`config.mk`:
```
export PLATFORM = sky130hd
export DESIGN_NAME = exec_wb_unit
export DESIGN_NICKNAME = d
export VERILOG_FILES = /design/src/rtl/exec_wb_unit.sv
export SDC_FILE = /design/constraint.sdc
export NUM_CORES = 1
export LEC_CHECK = 0
export BUFFER_PORTS_ARGS = -buffer_cell sky130_fd_sc_hd__buf_4
export CAP_MARGIN = 10
export CORE_MARGIN = 5
export CORE_UTILIZATION = 40
export CTS_CLUSTER_DIAMETER = 60
export CTS_CLUSTER_SIZE = 30
export DETAILED_ROUTE_END_ITERATION = 7
export GPL_ROUTABILITY_DRIVEN = 0
export PLACE_DENSITY = 0.74
export SYNTH_ARGS = -nofsm -noshare
export SYNTH_HDL_FRONTEND = slang
export SYNTH_SLANG_ARGS = --single-unit
```
`constraint.sdc`:
```
create_clock -name clk -period 1.85 [get_ports clk]
set_clock_uncertainty 0.05 [all_clocks]
set_input_delay 0.37 -clock clk [delete_from_list [all_inputs] [get_ports clk]]
set_output_delay 0.37 -clock clk [all_outputs]
set_load 0.01 [all_outputs]
```
`src/rtl/exec_wb_unit.sv`:
```
// Execute/writeback stage of the 8-bit CPU: ALU, iterative shifter and iterative multiplier driving the RF write port.
// Build option: define EXEC_MUL_EN to get the 8-cycle shift-add multiply on op 7; without it op 7 is a NOP.
module exec_wb_unit #(
   parameter int DATA_W = 8,
   parameter int ADDR_W = 3
) (
   input  logic              clk,
   input  logic              rst,
   input  logic              i_valid,
   output logic              o_ready,
   input  logic [2:0]        i_op,
   input  logic [ADDR_W-1:0] i_rd,
   input  logic [DATA_W-1:0] i_rs0_data,
   input  logic [DATA_W-1:0] i_rs1_data,
   output logic              RF_w_en,
   output logic [ADDR_W-1:0] w_addr,
   output logic [DATA_W-1:0] w_data,
   output logic              o_flag_z,
   output logic              o_flag_c,
   output logic              o_busy
);
   typedef enum logic [1:0] {IDLE, EXEC, WB} state_t;
   typedef enum logic [2:0] {OP_ADD, OP_SUB, OP_AND, OP_OR, OP_XOR, OP_SHL, OP_SHR, OP_MUL} op_t;

   state_t            state;
   op_t               op_q;
   op_t               op_in;
   logic [ADDR_W-1:0] rd_q;
   logic [DATA_W-1:0] a_q;
   logic [2:0]        cnt_q;

   logic [DATA_W:0]   alu_res;
   logic              is_shift_in;
   logic              needs_exec;
   logic              is_nop;
   logic [DATA_W-1:0] sh_next;
   logic              sh_c;
   logic              wb_go;
   logic [ADDR_W-1:0] wb_rd;
   logic [DATA_W-1:0] wb_res;
   logic              wb_c;

   assign op_in       = op_t'(i_op);
   assign o_ready     = (state == IDLE);
   assign o_busy      = (state != IDLE);
   assign is_shift_in = (op_in == OP_SHL) || (op_in == OP_SHR);

`ifdef EXEC_MUL_EN
   // Right-shifting product register: mul_hi is the upper half, b_q doubles as the lower half.
   logic [DATA_W-1:0] b_q;
   logic [DATA_W-1:0] mul_hi;
   logic [DATA_W:0]   mul_sum;
   assign mul_sum    = {1'b0, mul_hi} + (b_q[0] ? {1'b0, a_q} : {(DATA_W+1){1'b0}});
   assign is_nop     = 1'b0;
   assign needs_exec = (is_shift_in && (i_rs1_data[2:0] != 3'd0)) || (op_in == OP_MUL);
`else
   assign is_nop     = (op_in == OP_MUL);
   assign needs_exec = is_shift_in && (i_rs1_data[2:0] != 3'd0);
`endif

   // Single-cycle ops: MSB of alu_res is carry (ADD) or borrow (SUB).
   always_comb begin
      // NOTE: every always_comb output gets a default first so no latch is inferred.
      alu_res = {1'b0, i_rs0_data};
      case (op_in)
         OP_ADD:  alu_res = {1'b0, i_rs0_data} + {1'b0, i_rs1_data};
         OP_SUB:  alu_res = {1'b0, i_rs0_data} - {1'b0, i_rs1_data};
         OP_AND:  alu_res = {1'b0, i_rs0_data & i_rs1_data};
         OP_OR:   alu_res = {1'b0, i_rs0_data | i_rs1_data};
         OP_XOR:  alu_res = {1'b0, i_rs0_data ^ i_rs1_data};
         default: ;
      endcase
   end

   assign sh_next = (op_q == OP_SHL) ? {a_q[DATA_W-2:0], 1'b0} : {1'b0, a_q[DATA_W-1:1]};
   assign sh_c    = (op_q == OP_SHL) ? a_q[DATA_W-1] : a_q[0];

   // Selects the value presented at the WB entry edge.
   always_comb begin
      wb_go  = 1'b0;
      wb_rd  = i_rd;
      wb_res = alu_res[DATA_W-1:0];
      wb_c   = alu_res[DATA_W];
      case (state)
         IDLE: wb_go = i_valid && !needs_exec && !is_nop;
         EXEC: begin
            wb_go  = (cnt_q == 3'd0);
            wb_rd  = rd_q;
            wb_res = sh_next;
            wb_c   = sh_c;
`ifdef EXEC_MUL_EN
            if (op_q == OP_MUL) begin
               wb_res = {mul_sum[0], b_q[DATA_W-1:1]};
               wb_c   = |mul_sum[DATA_W:1];
            end
`endif
         end
         default: ;
      endcase
   end

   always_ff @(posedge clk or posedge rst) begin
      if (rst) begin
         state    <= IDLE;
         op_q     <= OP_ADD;
         rd_q     <= '0;
         a_q      <= '0;
         cnt_q    <= '0;
         RF_w_en  <= 1'b0;
         w_addr   <= '0;
         w_data   <= '0;
         o_flag_z <= 1'b0;
         o_flag_c <= 1'b0;
`ifdef EXEC_MUL_EN
         b_q      <= '0;
         mul_hi   <= '0;
`endif
      end else begin
         // NOTE: sequential state uses nonblocking assignments only, so read-before-update order is irrelevant.
         RF_w_en <= 1'b0;
         if (wb_go) begin
            RF_w_en  <= (wb_rd != '0);
            w_addr   <= wb_rd;
            w_data   <= wb_res;
            o_flag_z <= (wb_res == '0);
            o_flag_c <= wb_c;
         end
         case (state)
            IDLE: if (i_valid) begin
               op_q  <= op_in;
               rd_q  <= i_rd;
               a_q   <= i_rs0_data;
               cnt_q <= is_shift_in ? (i_rs1_data[2:0] - 3'd1) : 3'(DATA_W - 1);
`ifdef EXEC_MUL_EN
               b_q    <= i_rs1_data;
               mul_hi <= '0;
`endif
               state <= needs_exec ? EXEC : WB;
            end
            EXEC: begin
               cnt_q <= cnt_q - 3'd1;
`ifdef EXEC_MUL_EN
               if (op_q == OP_MUL) begin
                  mul_hi <= mul_sum[DATA_W:1];
                  b_q    <= {mul_sum[0], b_q[DATA_W-1:1]};
               end else begin
                  a_q <= sh_next;
               end
`else
               a_q <= sh_next;
`endif
               if (cnt_q == 3'd0) state <= WB;
            end
            default: state <= IDLE;
         endcase
      end
   end
endmodule

```
Word-level counts from Yosys, hierarchy flattened:

Cells that the tools add are included.

* bits in registers: 33
* input bits: 25
* output and inout bits: 16
* word-level logic and storage cells: 62

* add/sub/neg operators: 4
* equality and inequality tests: 11
* muxes and demuxes: 17
* bitwise operators: 3
* reductions and logical operators: 17

Operator list (count)
* $pmux 9 s5: 1
* $mux 8: 3
* $pmux 8 s2: 1
* $eq 3x3->1 const B: 5
* $add 8x8->9: 1
* $mux 3: 3
* $sub 8x8->9: 1
* $and 8x8->8: 1
* $logic_not 8->1: 1
* $or 8x8->8: 1
* $xor 8x8->8: 1
* $eq 3x2->1 const B: 2
* $logic_not 3->1: 2
* $mux 2: 3
* $pmux 3 s2: 1
* $reduce_and 2->1: 3
* $reduce_bool 3->1: 2
* $sub 3x1->3 const B: 2
* $ne 2x2->1 const B: 2
* $pmux 2 s2: 1
* $reduce_bool 2->1: 2
* $eq 3x1->1 const B: 1
* $logic_and 1x1->1: 3
* $mux 1: 3
* other kinds (5): 6

Depth between registers and ports, before layout:

* word-level depth: 8
* mapped depth: 14
* mapped depth without buffers: 13

Least setup slack after synthesis:

OpenSTA, ideal clock, no wires.

* path type: input to register
* from: input port i_op[0]
* to: register w_data[7]
* setup time: 0.125 ns
* data arrival time: 3.218 ns
* data required time: 1.675 ns
* slack: -1.543 ns
* cell stages on the path: 13
* path buffers: 2
* path through: clkbuf_1 -> clkbuf_1 -> nand2_1 -> o21ai_0 -> inv_1 -> ha_1 -> nor2b_4 -> o31a_1 -> or4_1 -> a31oi_1 -> xor2_1 -> o311ai_1 -> mux2_2

* cells in the longest elaborated chain, start to end: 7
* elaborated cells between the ends (all ways): 17
* classes of those cells: eq/ne: 7; mux: 3; reduce/logical: 7

RTL lines
* from (decl): RTL line 11 `input logic [2:0] i_op,`
* $eq 3x3->1: RTL line 46 `assign is_shift_in = (op_in == OP_SHL) || (op_in == OP_SHR);`
* $logic_or 1x1->1: RTL line 46
* $logic_and 1x1->1: RTL line 58 `assign needs_exec = is_shift_in && (i_rs1_data[2:0] != 3'd0);`
* $logic_not 1->1: RTL line 85 `IDLE: wb_go = i_valid && !needs_exec && !is_nop;`
* $logic_and 1x1->1 (2 in series): RTL line 85
* $pmux 1 s2: RTL line 84 `case (state)`
* to (signal assigned): RTL line 124 `w_data <= wb_res;`
* to (decl): RTL line 17 `output logic [DATA_W-1:0] w_data,`

Several ways; a longest one is shown, not always the timed one.
A chain may end at the register's enable or synchronous reset.

Final worst setup path:

* from: input port i_rs1_data[0]
* to: register w_data[7]

* cells in the longest elaborated chain, start to end: 6
* elaborated cells between the ends (all ways): 10
* classes of those cells: add/sub: 2; mux: 3; reduce/logical: 5

RTL lines
* from (decl): RTL line 14 `input logic [DATA_W-1:0] i_rs1_data,`
* parallel branches: the longest is 6 deep, another holds $sub 8x8->9

Parallel ways; which one is timed is not known.

==> key figures <==
STA
  • Post-route worst hold slack: ~130 ps
  • Worst Max-Slew Pin Slew: 495.7 ps
  • Maximum achievable frequency: around 370 MHz
  • Min Tclk post-route: around 2700 ps
  • Endpoints failing hold: 0
  • Setup TNS: -5003 ps
  • Number of failing setup endpoints in the final timing report: 9
  • Setup ws final: -838.5 ps
  • Max-slew headroom: between 60 and 70%
  • Final number of max-transition violations: 0
  • Post-route clock period utilization: 145.3%
  • RSZ-0062 raised after global routing: yes

Floorplan
  • Ports placed on the boundary: slightly above 40
  • Die boundary width: roughly 93 um
  • Number of cell rows: 30
  • Initial core utilization: just over 40%
  • Core region area: between 6000 and 7000 sq um
  • Area enclosed by the die boundary: between 8000 and 9000 sq um
  • Vertical extent of the die: approximately 93 um

Yosys
  • Count of different cell masters after synthesis: 64
  • Flop and latch count out of synthesis: 33
  • Syn nets: 388
  • Most instantiated cells after synthesis: nand2_1 (53), dfrtp_1 (33), ha_1 (28), inv_1 (28), nor2_1 (26)
  • Number of enable flip-flop cells after synthesis: 0
  • Top cells by area in the synthesized netlist: dfrtp_1 (30%), ha_1 (13%), nand2_1 (7.2%)
  • Yosys Warn Count: 0
  • Most instantiated library cell after synthesis: nand2_1
  • Avg Inst Size Synth: ~8 sq um
  • Cell type with the highest aggregate area in the netlist: dfrtp_1
  • Syn Inst Count: ~330
  • Dominant register cell in the synthesized netlist: dfrtp_1
  • Proportion of synthesized flip-flops having asynchronous set or reset: 100.0%
  • Area share of the largest cell type after synthesis: a little under a third
  • Sequential fraction of the synthesis area: between 30% and 40%
  • Post-synthesis cell area: between 2000 and 3000 sq um

Layout
  • Final instance count without filler cells: slightly above 500
  • Ratio of cells with drive above 1 in the final layout: 39.26%
  • Count of nets after finishing: 486
  • FILL cells: between 500 and 600
  • Synthesis-to-layout area growth: 45.12%
  • Ant diodes: 0
  • Core Util, Final: about three fifths
  • Layout Cell Area excl Fill: 3984 sq um

Global routing
  • All-layer global routing usage: between 15 and 20%
  • Number of global-route vias before repair: approximately 2600
  • Number of antenna violations at the first check in global routing: 0
  • Congestion Overflow GR: 0
  • Maximum number of pins on one net before global-route repair: 34
  • Global-route wire length before repair: about 13 mm

Setup path
  • Critical path launch point type: input pin
  • CP Data Arrival Time: approximately 2800 ps
  • Cell family contributing the most delay on the critical path: adder cells
  • Crit path cell chain: buf_8, inv_4, ha_4, ha_4, a21oi_2, ha_1, o21a_1, o31a_1, or4_4, a31oi_4, xor2_2, o311ai_4, mux2_4
  • Worst reg-to-reg path cell count: 7
  • Startpoint of the worst register-to-register path: op_q[1]
  • Master of the slowest instance on the critical path: or4_4
  • Largest fanout of any net on the critical path: 2
  • Setup slack on the worst flop-to-flop path: -30 ps
  • Required arrival time at the worst endpoint: about 2000 ps
  • Crit path kind: in -> reg
  • Delay contributed by the slowest stage of the critical path: about 440 ps
  • Crit Reg-Reg Endpoint: o_flag_z
  • Cell occurring most often along the worst timing path: ha_4
  • Crit. End Element: register
  • Number of buffer and inverter stages on the critical path: 2

Pwr
  • Power density of the placed cells: between 1000 and 1500 nW/um^2
  • Gate power share: 56.7%
  • Pint: about 2.6 mW
  • Worst-case vdd ir drop: between 0.3 and 0.4 mV
  • Sequential Power Share: 29.6%
  • Clock Power Share: ~14%
  • Switching power share of the total: around 40%
  • Power after layout: ~4.4 mW
  • P_leak: 1.922 nW
  • Net Sw Power: 1.738 mW

Route
  • Post-detailed-route count of antenna-violating nets: 0
  • Length of the first detailed-routing pass in iterations: 4
  • # DRC: 0
  • Ratio of routed vias to standard cells: 5.421
  • Routed WL per cell: approximately 15 um
  • Routed wire length: between 7 and 8 mm
  • Number of DRC markers after the initial detailed-route iteration: 179
  • Total via count in the routed design: between 2000 and 3000

Flow run
  • Max capacitance violation total: 0

Clocking
  • CTS HTree Levels: 2
  • Clock Sink Count: 33
  • Longest Clk Path Bufs: 2
  • Skew-Pair Late Insertion Delay: approximately 280 ps
  • Number of CTS-inserted buffers: 5
  • Root Buffer Master: clkbuf_8
  • Clk slew on worst S/H paths: about 70 ps
  • Clock tree from TritonCTS: built

Min path
  • Worst min-delay path category: in -> async

Outcome
  • Status: finished, violations left
  • Failing checks: negative setup slack

Placement
  • Setup slack after placement: -1298 ps
  • Final HPWL DP: between 5 and 6 mm
  • Port Buffer Count: 40
  • Number of placed instances, taps included: between 500 and 600
  • Cell area after placement: between 3000 and 4000 sq um
[power groups by stage]
stage	clock network [mW]	registers, mW	logic (mW)
after global placement	0	1.28	2.09
after floorplan	0	1.31	1.28
after global routing	0.649	1.33	2.71
final	0.600	1.29	2.47
after CTS	0.619	1.28	2.29
after detailed placement	0	1.29	2.15
[metal layers]
layer  track usage, %  share of wire, %
met5                0                 0
met4            6.593               2.1
met3            2.193               3.9
met2            29.75                49
met1            23.95                45
[cell type report]
type	count	area (sq um)	area share (%)
flip-flops and latches	33	825.8	20.73
clock buffers	7	96.34	2.418
clock inverters	1	5.005	0.1256
inverters	29	118.9	2.984
well taps	80	100.1	2.513
repair buffers	109	863.3	21.67
multi-input cells	254	1974	49.56
[layout by cell type (no fill, tap or decap), types with 3 or more instances in the layout]
cell,instances
mux2_4,3
o21ai_0,12
mux2i_1,7
clkbuf_8,7
nor3_1,4
a21oi_2,4
nand3_1,5
o21a_1,3
nand2b_1,3
a31oi_4,3
o22ai_1,6
xnor2_1,5
dfrtp_1,33
nand3b_1,3
nor2_1,20
inv_1,24
a21oi_1,11
o221ai_1,3
o21ai_1,3
o211ai_1,4
ha_1,26
nor2_4,3
nand2_1,51
a31oi_1,7
buf_6,8
o21ai_2,4
nor2_2,3
buf_4,99
[what timing repair did]
action,4_1_cts,5_1_grt
pin swaps,16,19
resized for setup,35,25
buffers inserted,4,1
endpoints found under the setup margin,10,12
hold buffers,0,0
[worst reg2reg max path, cell delays in order, from the launching register on]
cell	delay (ps)
dfrtp_1	380
and3b_1	290
mux2i_1	280
nor2_1	80
nor2_2	130
and4_1	200
nand4_1	100
o41ai_2	270
[how the worst max path moves through the flow]
stage	slack, ps	depth (start not counted)	startpoint	to
floorplan	-1060	13	i_op[2]	w_data[7]
global placement	-1230	14	i_rs1_data[1]	w_data[7]
detailed placement	-1300	13	i_rs1_data[1]	w_data[7]
CTS	-840	13	i_rs1_data[1]	w_data[7]
global route	-900	13	i_rs1_data[0]	w_data[7]
finish	-840	13	i_rs1_data[0]	w_data[7]
[state kept, by name, indices dropped and copies added (netlist names)]
signal	flops
RF_w_en	1
a_q	8
cnt_q	3
o_flag_c	1
o_flag_z	1
op_q	3
rd_q	3
state	2
w_addr	3
w_data	8
[kinds of logic after synthesis]
logic type      synth area share (%)
simple gates                   20.01
mux                            4.193
flops                          30.08
compound gates                 21.92
fa+ha+maj                      13.86
xor+xnor                       2.233
buf+inv                        7.703
Power figures use the tool's default switching activity.
